<file path="src/rtl/serial_paralelo_pkg.sv">
// Shared types and constants for the serial-to-parallel byte aligner.
package serial_paralelo_pkg;

    // Default idle/comma character used for byte alignment.
    localparam logic [7:0] BC_BYTE_DEF = 8'hBC;

    // Bit position counter within a byte (8 bits per byte).
    localparam int unsigned BIT_CNT_W = 3;

    // Consecutive-comma counter; wide enough for the 1..15 lock requirement.
    localparam int unsigned BC_CNT_W = 4;

    // Last bit position of a byte; the byte boundary falls on this count.
    localparam logic [BIT_CNT_W-1:0] BIT_LAST = 3'd7;

    typedef enum logic [1:0] {
        StSearch = 2'd0,
        StAlign  = 2'd1,
        StActive = 2'd2
    } state_e;

    // Increment a comma count, saturating at the lock requirement.
    function automatic logic [BC_CNT_W-1:0] bc_cnt_inc(
        input logic [BC_CNT_W-1:0] cnt,
        input logic [BC_CNT_W-1:0] req
    );
        if (cnt >= req) begin
            return req;
        end
        return cnt + 4'd1;
    endfunction

endpackage

</file>
<file path="src/rtl/serial_paralelo_sync_comma_detect.sv">
// Serial shift register plus comma compare on the live 8-bit window.
// The window includes the bit currently on data_i so a comma is seen on the
// same edge that samples its last bit.
module sp_comma_detect
    import serial_paralelo_pkg::*;
#(
    parameter logic [7:0] BC_BYTE = BC_BYTE_DEF
) (
    input  logic       clk_i,
    input  logic       rst_i,
    input  logic       data_i,
    output logic [7:0] window_o,
    output logic       is_bc_o
);

    logic [7:0] sr_q;
    logic [7:0] sr_d;

    // Window and shift-register next state share the same value.
    always_comb begin
        sr_d     = {sr_q[6:0], data_i};
        window_o = sr_d;
        is_bc_o  = (sr_d == BC_BYTE);
    end

    // Shift one bit per clock, MSB first.
    always_ff @(posedge clk_i) begin
        if (rst_i) begin
            sr_q <= 8'h00;
        end else begin
            sr_q <= sr_d;
        end
    end

endmodule

</file>
<file path="src/rtl/serial_paralelo_sync.sv">
// Deserialises an MSB-first bit stream into bytes, aligns on the comma
// character and reports lock after BC_REQ consecutive aligned commas.
module serial_paralelo_sync
    import serial_paralelo_pkg::*;
#(
    parameter logic [7:0]  BC_BYTE = BC_BYTE_DEF,
    parameter int unsigned BC_REQ  = 4
) (
    input  logic       clk_32f,
    input  logic       reset,
    input  logic       data_in,
    output logic [7:0] data_out,
    output logic       valid_out,
    output logic       active
);

    localparam logic [BC_CNT_W-1:0] BcReq = BC_REQ[BC_CNT_W-1:0];

    logic [7:0] window;
    logic       is_bc;

    state_e                 state_q, state_d;
    logic [BIT_CNT_W-1:0]   bit_cnt_q, bit_cnt_d;
    logic [BC_CNT_W-1:0]    bc_cnt_q, bc_cnt_d;
    logic [7:0]             data_q, data_d;
    logic                   valid_q, valid_d;
    logic                   active_q, active_d;

    sp_comma_detect #(
        .BC_BYTE (BC_BYTE)
    ) u_comma_detect (
        .clk_i    (clk_32f),
        .rst_i    (reset),
        .data_i   (data_in),
        .window_o (window),
        .is_bc_o  (is_bc)
    );

    // Alignment FSM, counters and output next-state.
    always_comb begin
        state_d   = state_q;
        bit_cnt_d = bit_cnt_q;
        bc_cnt_d  = bc_cnt_q;
        data_d    = data_q;
        valid_d   = valid_q;
        active_d  = active_q;

        case (state_q)
            StSearch: begin
                // Any bit position may start a comma; this edge defines the boundary.
                if (is_bc) begin
                    bit_cnt_d = '0;
                    bc_cnt_d  = 4'd1;
                    if (BcReq == 4'd1) begin
                        state_d  = StActive;
                        active_d = 1'b1;
                    end else begin
                        state_d = StAlign;
                    end
                end
            end

            StAlign: begin
                bit_cnt_d = bit_cnt_q + 3'd1;
                if (bit_cnt_q == BIT_LAST) begin
                    if (is_bc) begin
                        bc_cnt_d = bc_cnt_inc(bc_cnt_q, BcReq);
                        if (bc_cnt_d == BcReq) begin
                            state_d  = StActive;
                            active_d = 1'b1;
                        end
                    end else begin
                        // Boundary guess was wrong; resume bit-by-bit search.
                        state_d   = StSearch;
                        bc_cnt_d  = '0;
                        bit_cnt_d = '0;
                    end
                end
            end

            StActive: begin
                // Locked for good: only reset leaves this state.
                bit_cnt_d = bit_cnt_q + 3'd1;
                if (bit_cnt_q == BIT_LAST) begin
                    data_d  = window;
                    valid_d = !is_bc;
                end
            end

            default: begin
                state_d = StSearch;
            end
        endcase
    end

    // State and output registers with synchronous reset.
    always_ff @(posedge clk_32f) begin
        if (reset) begin
            state_q   <= StSearch;
            bit_cnt_q <= '0;
            bc_cnt_q  <= '0;
            data_q    <= 8'h00;
            valid_q   <= 1'b0;
            active_q  <= 1'b0;
        end else begin
            state_q   <= state_d;
            bit_cnt_q <= bit_cnt_d;
            bc_cnt_q  <= bc_cnt_d;
            data_q    <= data_d;
            valid_q   <= valid_d;
            active_q  <= active_d;
        end
    end

    assign data_out  = data_q;
    assign valid_out = valid_q;
    assign active    = active_q;

endmodule

</file>
<file path="config.mk">
export PLATFORM = sky130hd
export DESIGN_NAME = serial_paralelo_sync
export DESIGN_NICKNAME = d
export VERILOG_FILES = /design/src/rtl/serial_paralelo_pkg.sv /design/src/rtl/serial_paralelo_sync_comma_detect.sv /design/src/rtl/serial_paralelo_sync.sv
export SDC_FILE = /design/constraint.sdc
export NUM_CORES = 1
export LEC_CHECK = 0
export BUFFER_PORTS_ARGS = -buffer_cell sky130_fd_sc_hd__clkbuf_2
export CORE_AREA = 10 10 65 67
export CTS_BUF_LIST = sky130_fd_sc_hd__clkbuf_8 sky130_fd_sc_hd__clkbuf_16
export CTS_CLUSTER_DIAMETER = 50
export DETAILED_ROUTE_END_ITERATION = 7
export DIE_AREA = 0 0 75 77
export PLACE_DENSITY = 0.59
export SLEW_MARGIN = 20
export SYNTH_ARGS = -nofsm -noshare
export SYNTH_HDL_FRONTEND = slang
export SYNTH_SLANG_ARGS = --single-unit
</file>
<file path="constraint.sdc">
create_clock -name clk_32f -period 4 [get_ports clk_32f]
set_input_delay 0.8 -clock clk_32f [delete_from_list [all_inputs] [get_ports clk_32f]]
set_output_delay 0.8 -clock clk_32f [all_outputs]
set_load 0.01 [all_outputs]
</file>
==> results.py <==
metrics = {
    "setup_path": {
        "crit_arrival_ns": 1.90,
        "cp-end-kind": "flip-flop",
        "cp.required_ns": 4.17,
        "cp_max_fo": 6,
        "critPathLaunchType": "flip-flop",
        "critPathKind": "flip-flop to flip-flop",
        "rrSetupSlack_ns": 2.27,
    },
    "clocking": {
        "insertion_delay_ns": 0.27,
        "clock-root-buffer": "clkbuf_8",
        "hold_buffers": 0,
        "htree_levels": 1,
        "cts_resized": 0,
        "cts_sinks": 26,
        "clock_path_buffers": 2,
        "tritoncts": "done",
        "numCtsBuffers": 3,
        "path_clk_slew_ns": 0.09,
        "post_cts_buffers": 0,
    },
    "power_and_ir_drop": {
        "peakVddDrop_v": 0.000253,
        "p_leak_nw": 0.536,
        "clockPowerShare_pct": 44.6,
        "internal_power_w": 0.000397,
        "p_per_area_nw_per_um2": 371,
        "power_frac_seq_pct": 53.7,
        "p_sw_w": 0.0000900,
        "p_comb_share_pct": 1.6,
        "fin_total_pwr_w": 0.000487,
        "switching_share_pct": 18.5,
    },
    "timing": {
        "finalMaxSlewViolations": 0,
        "setup_viol": 0,
        "slew_headroom_pct": 65.8,
        "worst_pin_slew_ns": 0.512,
        "post-route-min-period_ns": 1.73,
        "finalWorstSetupSlack_ns": 2.27,
        "timing.fmax_mhz": 578,
        "post-route-period-util_pct": 43.3,
        "finClkSkew_ns": 0.00602,
        "fin_tns_setup_ns": 0,
        "whs_ns": 0.456,
        "finalHoldViolCount": 0,
        "rsz0062_at_grt": "false",
    },
    "floorplanning": {
        "core-area_um2": 2980,
        "die_w_um": 75,
        "die-height_um": 77,
        "fp-row-count": 20,
        "dieArea_um2": 5780,
        "ioPinCount": 13,
        "initial_utilization_pct": 38.9,
    },
    "placed_design": {
        "gp_congestion": 0.771,
        "dp_hpwl_mm": 1.61,
        "dp_slack_ns": 2.03,
        "portBuffers": 12,
    },
    "grt": {
        "grt-ovfl-total": 0,
        "grt_max_degree": 28,
        "track_usage_pct": 8.11,
        "antenna_found_initial": 0,
        "grt_pass1_vias": 873,
        "grt_pass1_wl_mm": 3.84,
    },
    "yosys": {
        "ys_ff_latch": 26,
        "synth_top_area_share_pct": 44.9,
        "syn-num-nets": 138,
        "synth_seq_area_share_pct": 44.9,
        "synth_flop_cell": "dfxtp_1",
        "avgSynthCellArea_um2": 9.06,
        "yosys_warnings": 0,
        "synth_largest_area_cell": "dfxtp_1",
        "ys_types": 37,
        "syn_inst": 128,
        "netlist_area_um2": 1160,
        "synth-edff-count": 0,
        "async_flop_share_pct": 0,
        "synth_area_leaders": "dfxtp_1 (45%), ha_1 (7.6%), nand2_1 (7.4%)",
    },
    "finish": {
        "final_common_cell": "dfxtp_1",
        "area_delta_synth_final_pct": 13.3,
        "fin_nets": 150,
        "diodes": 0,
        "post_route_cells_drive_above_1_share_pct": 15.8,
        "fillers": 295,
        "final_cell_mix": "dfxtp_1 (26), nand2_1 (23), clkbuf_2 (12), a21oi_1 (11), nor2b_1 (8)",
        "multiInputGateArea_um2": 598,
        "seqCellArea_um2": 520,
    },
    "routing": {
        "num_vias": 895,
        "drt-wirelength-per-cell_um": 12.7,
        "first_iter_violations": 33,
        "drt-total-wl_mm": 2.19,
        "ant_nets": 0,
        "viasPerCell": 5.20,
        "drc": 0,
        "firstDrtPassIters": 4,
    },
    "hold_path": {
        "min_path_type": "flip-flop to flip-flop",
    },
    "outcome": {
        "outcome": "complete, no violations",
    },
    "job": {
        "drv_cap": 0,
    },
}
synthesized netlist by cell type (all sizes together), types with 2 or more instances:
library cell / number
nand3: 2
or2: 2
nor2: 7
inv: 6
a31oi: 3
nand2: 23
a21oi: 11
nor2b: 8
dfxtp: 26
ha: 7
clkbuf: 5
nand2b: 2
a211oi: 2
and2: 2
per-stage QoR:
stage / area [um2] / cells / util [%]
final: 1310 / 172 / 44.1
after global routing: 1310 / 172 / 44.1
after CTS: 1310 / 172 / 44.1
after detailed placement: 1240 / 168 / 41.7
after global placement: 1240 / 168 / 41.7
after floorplan: 1160 / 128 / -
worst max-delay path, stage by stage, from the launching register on:
cell and delay [ns]:
dfxtp_1 0.38, ha_1 0.17, ha_1 0.27, inv_1 0.06, a21oi_1 0.33, o22ai_1 0.16, a32o_1 0.26
power groups by stage:
stage	combinational [W]	sequential, W	clock [W]
after floorplan	0.00000628	0.000268	0
after global placement	0.00000801	0.000268	0
after detailed placement	0.00000808	0.000268	0
after CTS	0.00000809	0.000262	0.000223
after global routing	0.00000883	0.000262	0.000232
final	0.00000795	0.000262	0.000218
area by class of cell:
class | count | area share, %
clock inverter | 1 | 2.29
tap | 33 | 3.14
multi-input combinational | 91 | 45.5
inverter | 6 | 1.71
sequential | 26 | 39.6
clock buffer | 3 | 3.14
timing repair buffer | 12 | 4.57
layer usage:
| layer | part of all wire (%) | vias up | GRT usage (%) | wire length (um) |
|---|---|---|---|---|
| li1 | - | 467 | - | - |
| met1 | 47 | 414 | 9.84 | 1040 |
| met2 | 48 | 12 | 13.8 | 1060 |
| met3 | 4.0 | 2 | 2.70 | 88 |
| met4 | 0.37 | 0 | 0.568 | 8 |
| met5 | 0 | - | 0 | 0 |
kinds of logic after synthesis:
logic type               Yosys count  synth area share (%)
AND/OR/NAND/NOR                   55                  26.9
AO/OA/AOI/OAI                     29                  17.2
buffers and inverters             11                  3.56
adder cells (fa/ha/maj)            7                  7.55
flip-flops                        26                  44.9
state kept, by name, summed over array words and instances (netlist names):
signal               count
active                   1
bc_cnt_q                 4
bit_cnt_q                3
data_out                 8
state_q                  2
u_comma_detect.sr_q      7
valid_out                1
final timing paths:
path	start	end	cells past startpoint
hold / removal	data_out[6]	data_out[6]	2
setup / recovery	bit_cnt_q[0]	bit_cnt_q[2]	6
hold reg to reg	data_out[6]	data_out[6]	2
setup reg to reg	bit_cnt_q[0]	bit_cnt_q[2]	6
Power figures use the tool's default switching activity.
